--- src/rtl/ecc_op_dispatch_pkg.sv ---
`default_nettype none
// ============================================================================
// Module : ecc_ctrl_pkg
// Brief  : Shared widths, instruction codes, dispatch states and start decode
// Rev    : 1.0  initial release
// ============================================================================
package ecc_ctrl_pkg;

    localparam int ELEM_W = 40;

    localparam logic [2:0] INST_NOP = 3'd0;
    localparam logic [2:0] INST_U1  = 3'd1;
    localparam logic [2:0] INST_U2  = 3'd2;
    localparam logic [2:0] INST_U3  = 3'd3;

    typedef enum logic [2:0] {
        ST_IDLE   = 3'd0,
        ST_ISSUE  = 3'd1,
        ST_WAIT   = 3'd2,
        ST_COMMIT = 3'd3,
        ST_RESP   = 3'd4
    } disp_state_t;

    // Zero result marks an illegal instruction.
    function automatic logic [2:0] inst_onehot(input logic [2:0] inst);
        case (inst)
            INST_U1: return 3'b001;
            INST_U2: return 3'b010;
            INST_U3: return 3'b100;
            default: return 3'b000;
        endcase
    endfunction

endpackage
`default_nettype wire

--- src/rtl/ecc_op_dispatch_if.sv ---
`default_nettype none
// ============================================================================
// Module : ecc_op_dispatch_if
// Brief  : Request/response handshake between a requester and the dispatcher
// Rev    : 1.0  initial release
// ============================================================================
interface ecc_op_dispatch_if;

    logic                           req_valid;
    logic                           req_ready;
    logic [2:0]                     req_inst;
    logic [ecc_ctrl_pkg::ELEM_W-1:0] req_a;
    logic [ecc_ctrl_pkg::ELEM_W-1:0] req_b;
    logic                           rsp_valid;
    logic                           rsp_err;

    modport master (
        output req_valid, req_inst, req_a, req_b,
        input  req_ready, rsp_valid, rsp_err
    );

    modport slave (
        input  req_valid, req_inst, req_a, req_b,
        output req_ready, rsp_valid, rsp_err
    );

endinterface
`default_nettype wire

--- src/rtl/ecc_op_dispatch_timeout_cnt.sv ---
`default_nettype none
// ============================================================================
// Module : ecc_timeout_cnt
// Brief  : WAIT-cycle counter with terminal count at TIMEOUT-1
// Rev    : 1.0  initial release
// ============================================================================
module ecc_timeout_cnt #(
    parameter int TIMEOUT = 1024,
    parameter int CNT_W   = 16
) (
    input  wire logic clk,
    input  wire logic reset,
    input  wire logic clear,
    input  wire logic enable,
    output logic      tc
);

    logic [CNT_W-1:0] r_cnt;

    always_ff @(posedge clk) begin
        if (reset || clear) begin
            r_cnt <= '0;
        end else if (enable) begin
            r_cnt <= r_cnt + 1'b1;
        end
    end

    assign tc = (r_cnt == CNT_W'(TIMEOUT - 1));

endmodule
`default_nettype wire

--- src/rtl/ecc_op_dispatch.sv ---
`default_nettype none
// ============================================================================
// Module : ecc_op_dispatch
// Brief  : Dispatches one ECC instruction to unit 1..3, waits for done, commits
// Rev    : 1.0  initial release
// ============================================================================
module ecc_op_dispatch
    import ecc_ctrl_pkg::*;
#(
    parameter int TIMEOUT = 1024,
    parameter int CNT_W   = 16
) (
    input  wire logic              clk,
    input  wire logic              reset,
    ecc_op_dispatch_if.slave       req_if,
    output logic [ELEM_W-1:0]      op_a,
    output logic [ELEM_W-1:0]      op_b,
    output logic [2:0]             start,
    input  wire logic [2:0]        done,
    output logic [2:0]             sel_inst,
    output logic                   busy
);

    disp_state_t r_state;
    logic [2:0]  r_inst;
    logic [2:0]  w_req_oh;
    logic        w_done_hit;
    logic        w_tc;

    assign w_req_oh   = inst_onehot(req_if.req_inst);
    // Only the addressed unit's done is honoured; others are ignored.
    assign w_done_hit = |(done & inst_onehot(r_inst));

    ecc_timeout_cnt #(
        .TIMEOUT (TIMEOUT),
        .CNT_W   (CNT_W)
    ) u_timeout_cnt (
        .clk    (clk),
        .reset  (reset),
        .clear  (r_state == ST_ISSUE),
        .enable (r_state == ST_WAIT),
        .tc     (w_tc)
    );

    always_ff @(posedge clk) begin
        if (reset) begin
            r_state          <= ST_IDLE;
            r_inst           <= INST_NOP;
            op_a             <= '0;
            op_b             <= '0;
            start            <= 3'b000;
            sel_inst         <= INST_NOP;
            busy             <= 1'b0;
            req_if.req_ready <= 1'b1;
            req_if.rsp_valid <= 1'b0;
            req_if.rsp_err   <= 1'b0;
        end else begin
            case (r_state)
                ST_IDLE: begin
                    if (req_if.req_valid) begin
                        r_inst           <= req_if.req_inst;
                        op_a             <= req_if.req_a;
                        op_b             <= req_if.req_b;
                        req_if.req_ready <= 1'b0;
                        busy             <= 1'b1;
                        if (w_req_oh != 3'b000) begin
                            start   <= w_req_oh;
                            r_state <= ST_ISSUE;
                        end else begin
                            req_if.rsp_valid <= 1'b1;
                            req_if.rsp_err   <= 1'b1;
                            r_state          <= ST_RESP;
                        end
                    end
                end
                ST_ISSUE: begin
                    start   <= 3'b000;
                    r_state <= ST_WAIT;
                end
                ST_WAIT: begin
                    // done takes priority over a coincident timeout.
                    if (w_done_hit) begin
                        sel_inst <= r_inst;
                        r_state  <= ST_COMMIT;
                    end else if (w_tc) begin
                        req_if.rsp_valid <= 1'b1;
                        req_if.rsp_err   <= 1'b1;
                        r_state          <= ST_RESP;
                    end
                end
                ST_COMMIT: begin
                    sel_inst         <= INST_NOP;
                    req_if.rsp_valid <= 1'b1;
                    req_if.rsp_err   <= 1'b0;
                    r_state          <= ST_RESP;
                end
                ST_RESP: begin
                    req_if.rsp_valid <= 1'b0;
                    req_if.rsp_err   <= 1'b0;
                    req_if.req_ready <= 1'b1;
                    busy             <= 1'b0;
                    r_state          <= ST_IDLE;
                end
                default: begin
                    r_state <= ST_IDLE;
                end
            endcase
        end
    end

endmodule
`default_nettype wire
--- src/flat_wrapper.sv ---
// flat-port wrapper written by rule: the top's interface ports become plain ports
module ecc_op_dispatch_flat import ecc_ctrl_pkg::*;
#(
    parameter int TIMEOUT = 1024,
    parameter int CNT_W   = 16
)
  (clk, reset, op_a, op_b, start, done, sel_inst, busy, req_if_req_valid, req_if_req_inst, req_if_req_a, req_if_req_b, req_if_req_ready, req_if_rsp_valid, req_if_rsp_err);
  ecc_op_dispatch_if req_if_i ();
  input  wire logic clk;
  input  wire logic reset;
  output logic [ELEM_W-1:0] op_a;
  output logic [ELEM_W-1:0] op_b;
  output logic [2:0] start;
  input  wire logic [2:0] done;
  output logic [2:0] sel_inst;
  output logic busy;
  input wire logic [$bits(req_if_i.req_valid)-1:0] req_if_req_valid;
  input wire logic [$bits(req_if_i.req_inst)-1:0] req_if_req_inst;
  input wire logic [$bits(req_if_i.req_a)-1:0] req_if_req_a;
  input wire logic [$bits(req_if_i.req_b)-1:0] req_if_req_b;
  output wire logic [$bits(req_if_i.req_ready)-1:0] req_if_req_ready;
  output wire logic [$bits(req_if_i.rsp_valid)-1:0] req_if_rsp_valid;
  output wire logic [$bits(req_if_i.rsp_err)-1:0] req_if_rsp_err;
  assign req_if_i.req_valid = req_if_req_valid;
  assign req_if_i.req_inst = req_if_req_inst;
  assign req_if_i.req_a = req_if_req_a;
  assign req_if_i.req_b = req_if_req_b;
  assign req_if_req_ready = req_if_i.req_ready;
  assign req_if_rsp_valid = req_if_i.rsp_valid;
  assign req_if_rsp_err = req_if_i.rsp_err;
  ecc_op_dispatch #(.TIMEOUT(TIMEOUT), .CNT_W(CNT_W)) u_core (.clk(clk), .reset(reset), .req_if(req_if_i), .op_a(op_a), .op_b(op_b), .start(start), .done(done), .sel_inst(sel_inst), .busy(busy));
endmodule
--- config.mk ---
export PLATFORM = sky130hd
export DESIGN_NAME = ecc_op_dispatch_flat
export DESIGN_NICKNAME = d
export VERILOG_FILES = /design/src/rtl/ecc_op_dispatch_pkg.sv /design/src/rtl/ecc_op_dispatch_if.sv /design/src/rtl/ecc_op_dispatch_timeout_cnt.sv /design/src/rtl/ecc_op_dispatch.sv /design/src/flat_wrapper.sv
export SDC_FILE = /design/constraint.sdc
export NUM_CORES = 1
export LEC_CHECK = 0
export ABC_AREA = 1
export CORE_MARGIN = 10
export CORE_UTILIZATION = 39
export DETAILED_ROUTE_END_ITERATION = 7
export GPL_ROUTABILITY_DRIVEN = 0
export MAX_ROUTING_LAYER = met4
export PLACE_DENSITY = 0.76
export SLEW_MARGIN = 10
export SYNTH_ARGS = -nofsm -noshare
export SYNTH_HDL_FRONTEND = slang
export SYNTH_SLANG_ARGS = --single-unit
export TNS_END_PERCENT = 1
--- constraint.sdc ---
create_clock -name clk -period 1.5 [get_ports clk]
set_clock_uncertainty 0.1 [all_clocks]
set_input_delay 0.225 -clock clk [delete_from_list [all_inputs] [get_ports clk]]
set_output_delay 0.225 -clock clk [all_outputs]
set_load 0.01 [all_outputs]
Yosys cells after proc, flatten, opt, wreduce, memory -nomap -nowiden
Index checks and enable logic that the tools add are counted.
- register bits after elaboration: 112
- latch bits: 0
- bits in writable memories: 0
- ROM bits: 0
- input port bits: 89
- output and inout port bits: 90
- word-level logic and storage cells: 70
- memories: 0
- $add $sub $neg: 1
- multiply operators: 0
- divide/modulo/power cells: 0
- order comparisons: 0
- equality and inequality tests: 18
- shift operators: 0
- multiplexer cells: 22
- bitwise gates (word level): 1
- reduce and logical (&&, ||, !) cells: 17
- operators by type and width (operator ; number):
    $mux W3 ; 7
    $eq A3 B2 Y1 const B ; 6
    $pmux W3 S3 ; 2
    $add A16 B1 Y16 const B ; 1
    $eq A16 B10 Y1 const B ; 1
    $pmux W3 S2 ; 2
    $pmux W3 S4 ; 1
    $reduce_and A5 Y1 ; 2
    $eq A3 B1 Y1 const B ; 3
    $reduce_and A2 Y1 ; 4
    $mux W1 ; 6
    $ne A2 B1 Y1 const B ; 3
    $ne A2 B2 Y1 const B ; 3
    $reduce_bool A2 Y1 ; 3
    $reduce_bool A3 Y1 ; 2
    $pmux W1 S2 ; 2
    $pmux W1 S4 ; 1
    $reduce_bool A4 Y1 ; 1
    $and A3 B3 Y3 ; 1
    $eq A3 B3 Y1 const B ; 1
    $logic_not A3 Y1 ; 1
    $ne A3 B1 Y1 const B ; 1
    $pmux W1 S3 ; 1
    $reduce_and A3 Y1 ; 1
    3 further kinds ; 3

Longest topological paths before layout
- word-level depth: 6
- gate-level depth with buffers: 11
- gate-level depth less buffers: 11

Cells and area by module
From an unflattened synthesis, not the netlist that was laid out.
- cell total of the unflattened synthesis: 582
- area total of the unflattened synthesis: 4398.0 um2
- by module, submodules not included (module ; instances ; cells an instance ; area an instance (um2) ; seq. area each (um2)):
    ecc_op_dispatch ; 1 ; 453 ; 3515.9 ; 1921.8
    ecc_timeout_cnt ; 1 ; 129 ; 882.1 ; 320.3

Worst setup path after synthesis
OpenSTA, ideal clock, no wires.
- path kind: register -> register
- start: register u_core.u_timeout_cnt.r_cnt[0]
- end: register u_core.u_timeout_cnt.r_cnt[12]
- library setup time: 66 ps
- arrival: 1320 ps
- data required time: 1334 ps
- path slack: 14 ps
- cell stages (with the launch flop): 11
- path buffers: 0
- clock period less this slack: 1486 ps
- cell sequence: dfxtp_1 -> ha_1 -> nand2_1 -> nor2_1 -> nand2_2 -> nor2_4 -> nand2_2 -> inv_2 -> nand2_2 -> or2_1 -> a21oi_2
- cells in the longest elaborated chain, start to end: 1
- ends and longest elaborated chain (what ; RTL line ; RTL):
    start, declared ; ecc_op_dispatch_timeout_cnt.sv:18 ; logic [CNT_W-1:0] r_cnt;
    start signal, assigned ; ecc_op_dispatch_timeout_cnt.sv:24 ; r_cnt <= r_cnt + 1'b1;
    $add A16 B1 Y16 ; ecc_op_dispatch_timeout_cnt.sv:24 ;
No other way between the ends.
A chain may end at the register's enable or synchronous reset.

Worst setup path in the final report
- start: register u_core.u_timeout_cnt.r_cnt[1]
- end: register u_core.u_timeout_cnt.r_cnt[12]
The elaborated chain is that of the path after synthesis.

==> flow_summary.json <==
{
  "vias": 4466,
  "wl_met3_um": 1470,
  "clockBufferDepth": 2,
  "nFillCells": 953,
  "area_growth_pct": 52.9,
  "finalCritPeriodShare_pct": 104,
  "overflow": 0,
  "worstHoldPathCells": 2,
  "postCtsHoldBufs": 0,
  "hp-start": "u_core.sel_inst[2]",
  "ir_worst_vdd_mv": 0.641,
  "wl_per_cell_um": 15.8,
  "grt_pass1_wl_um": 22600,
  "synthMuxAreaShare_pct": 0,
  "ff_latch_area_um2": 2250,
  "die_x_um": 126,
  "highest_layer": "met4",
  "timing.rr.end": "u_core.u_timeout_cnt.r_cnt[12]",
  "min_to": "u_core.sel_inst[2]",
  "violations": "setup timing",
  "cts_root_buf": "clkbuf_16",
  "antenna_found_initial": 0,
  "synth_top_family_by_area": "simple AND/OR/NAND/NOR gates",
  "finalSetupViolCount": 2,
  "cpMostUsedCell": "nand2_2",
  "dp.cells": 898,
  "syn_area_um2": 4400,
  "grt_max_degree": 48,
  "cp_cell_sequence": "ha_4 > nand2_2 > nor2_2 > nand2_2 > nor2_4 > nand2_2 > inv_4 > nand2_2 > or2_1 > a21oi_2",
  "synth_adder_area_share_pct": 0.284,
  "leakagePower_nw": 3.07,
  "clkTransAtPathRegs_ps": 70,
  "port-buffer-count": 178,
  "worstSkewPairLatency_ps": 340,
  "design_area_um2": 6730,
  "wl_met1_um": 5690,
  "outcome": "finished, violations left",
  "cap_violations": 0,
  "reg2reg_from": "u_core.u_timeout_cnt.r_cnt[1]",
  "crit_buf_inv": 1,
  "p_total_mw": 8.06,
  "h-tree-depth": 3,
  "drc": 0,
  "maxSlewViolCount": 0,
  "critPathKind": "reg2reg",
  "clock_sinks": 112,
  "timing.fmax_ghz": 0.640,
  "holdCritPathClass": "reg2reg",
  "yosys.area_share.simple_pct": 26.3,
  "reg2reg_depth": 10,
  "yosysWarnings": 0,
  "wl_um": 14500,
  "crit_fanout": 4,
  "start_kind": "register",
  "tightest_slew_ps": 284,
  "final_util_pct": 61.5,
  "postSynthAreaPerCell_um2": 7.56,
  "rsz0062_at_grt": "true",
  "cp.arrival_ps": 1740,
  "syn-instance-count": 582,
  "synth_xor_area_share_pct": 0.398,
  "cts_tree": "done",
  "hpwl_um": 10700,
  "placed_area_um2": 6440,
  "fin_cells": 916,
  "grt_use_total_pct": 17.7,
  "hold_viol_final": 0,
  "antenna_cells": 0,
  "final_cell_mix": "nor2_1 (165), dfxtp_1 (105), dlygate4sd2_1 (90)",
  "rows": 38,
  "wl_met2_um": 7110,
  "die_area_um2": 15900,
  "cpMaxStageDelayCell": "dfxtp_2",
  "yosysSeqAreaShare_pct": 50.9,
  "ant_nets": 0,
  "initial_utilization_pct": 40.3,
  "p_per_area_nw_per_um2": 1200,
  "drt_iter0_drc": 241,
  "ys_ff_latch": 112,
  "multi_input_area_um2": 1910,
  "viasPerCell": 4.88,
  "drive_gt1_share_pct": 13.1,
  "io-pin-count": 179,
  "die_h_um": 126,
  "grt_pass1_vias": 4424,
  "required_ps": 1680,
  "rrSetupSlack_ps": -60,
  "max_stage_delay_ps": 350,
  "synth_fp_nets": 672,
  "crit_family": "simple AND/OR/NAND/NOR gates",
  "synth_compound_area_share_pct": 14.3,
  "relSlewSlack_pct": 80.9,
  "drt_pass1_iterations": 6,
  "period_minus_slack_ps": 1560,
  "synth_cell_types": 32,
  "final_common_cell": "nor2_1",
  "final_nets": 862,
  "cts_made_buffers": 9,
  "setup_ws_ps": -61.4,
  "cp-end-kind": "register",
  "coreArea_um2": 10900
}
-- registers in the layout, summed over array words and instances (netlist names) --
name	count
u_core.r_state	3
u_core.req_if.req_ready	1
u_core.op_b	40
u_core.busy	1
u_core.req_if.rsp_valid	1
u_core.op_a	40
u_core.u_timeout_cnt.r_cnt	16
u_core.sel_inst	3
u_core.start	3
u_core.r_inst	3
u_core.req_if.rsp_err	1
-- cells in the mapped netlist, drive strengths merged --
master  instances  area, um2
buf            17        151
nand4           4       25.0
or2             4       25.0
o32ai           1       8.76
nand3          10       50.1
xor2            1       8.76
nor3            3       15.0
clkinv          2       8.75
xnor2           1       8.76
a31oi           1       6.26
dfxtp         112       2240
o21bai          2       15.0
a21oi          23        123
ha              1       12.5
a211oi          3       22.5
nand2          67        284
o21ai          91        455
clkbuf         12       45.0
inv            36        135
nor2          191        759
-- kinds of logic (layout without fill, tap and decap cells) --
| kind of cell | count (synthesis) | in the layout |
|---|---|---|
| xor gates and xnor gates | 2 | 2 |
| buffers and inverters | 67 | 261 |
| AOI/OAI and AO/OA | 121 | 121 |
| adders and majority gates | 1 | 1 |
| and+or+nand+nor | 279 | 279 |
| DFF | 112 | 112 |
-- worst max path at each step --
stage                                  start                              to  slack, ps  cells after the start
5_1_grt        u_core.u_timeout_cnt.r_cnt[1]  u_core.u_timeout_cnt.r_cnt[12]       -170                     10
6_report       u_core.u_timeout_cnt.r_cnt[1]  u_core.u_timeout_cnt.r_cnt[12]        -60                     10
2_1_floorplan  u_core.u_timeout_cnt.r_cnt[0]  u_core.u_timeout_cnt.r_cnt[12]         10                     10
3_5_place_dp              req_if_req_inst[1]                 u_core.start[1]       -240                      7
4_1_cts        u_core.u_timeout_cnt.r_cnt[1]  u_core.u_timeout_cnt.r_cnt[12]       -110                     10
3_3_place_gp                         done[1]         u_core.req_if.rsp_valid       -180                     10
-- layer usage --
| layer | vias up | global-route usage, % |
|---|---|---|
| met1 | 2050 | 18.9 |
| met2 | 171 | 29.0 |
| li1 | 2228 | - |
| met4 | 0 | 5.22 |
| met3 | 17 | 8.05 |
| met5 | - | - |
-- worst register-to-register path: stages, from the launching register on --
cell and delay, ps:
dfxtp_2 350, ha_4 140, nand2_2 60, nor2_2 130, nand2_2 70, nor2_4 90
nand2_2 80, inv_4 80, nand2_2 50, or2_1 220, a21oi_2 110
-- power breakdown --
| group | internal (mW) | leakage [nW] | switching, mW |
|---|---|---|---|
| Clock | 1.17 | 0.124 | 1.08 |
| Combinational | 0.991 | 2.02 | 1.22 |
| Sequential | 3.39 | 0.927 | 0.211 |
-- final cells by class --
cell class	count	area share (%)
sequential	112	33.5
clock inverter	4	0.465
multi-input combinational	403	28.4
tap	140	2.60
timing repair buffer	208	29.3
inverter	38	2.25
clock buffer	11	3.61
-- timing repair --
action                     4_1_cts  5_1_grt
setup buffers                    0        3
setup endpoints to repair      134      106
gates resized for setup         98       43
cloned                           0        0
pin swaps                        0        5
-- stage by stage --
step | hold WS [ps] | setup WS [ps] | TNS (ps)
6_report | 342 | -61.4 | -118
3_5_place_dp | 332 | -243 | -13470
4_1_cts | 339 | -108 | -147
2_1_floorplan | 236 | 14.3 | 0
5_1_grt | 352 | -170 | -2830
3_3_place_gp | 334 | -177 | -10900
(Power assumes the default switching activity.)
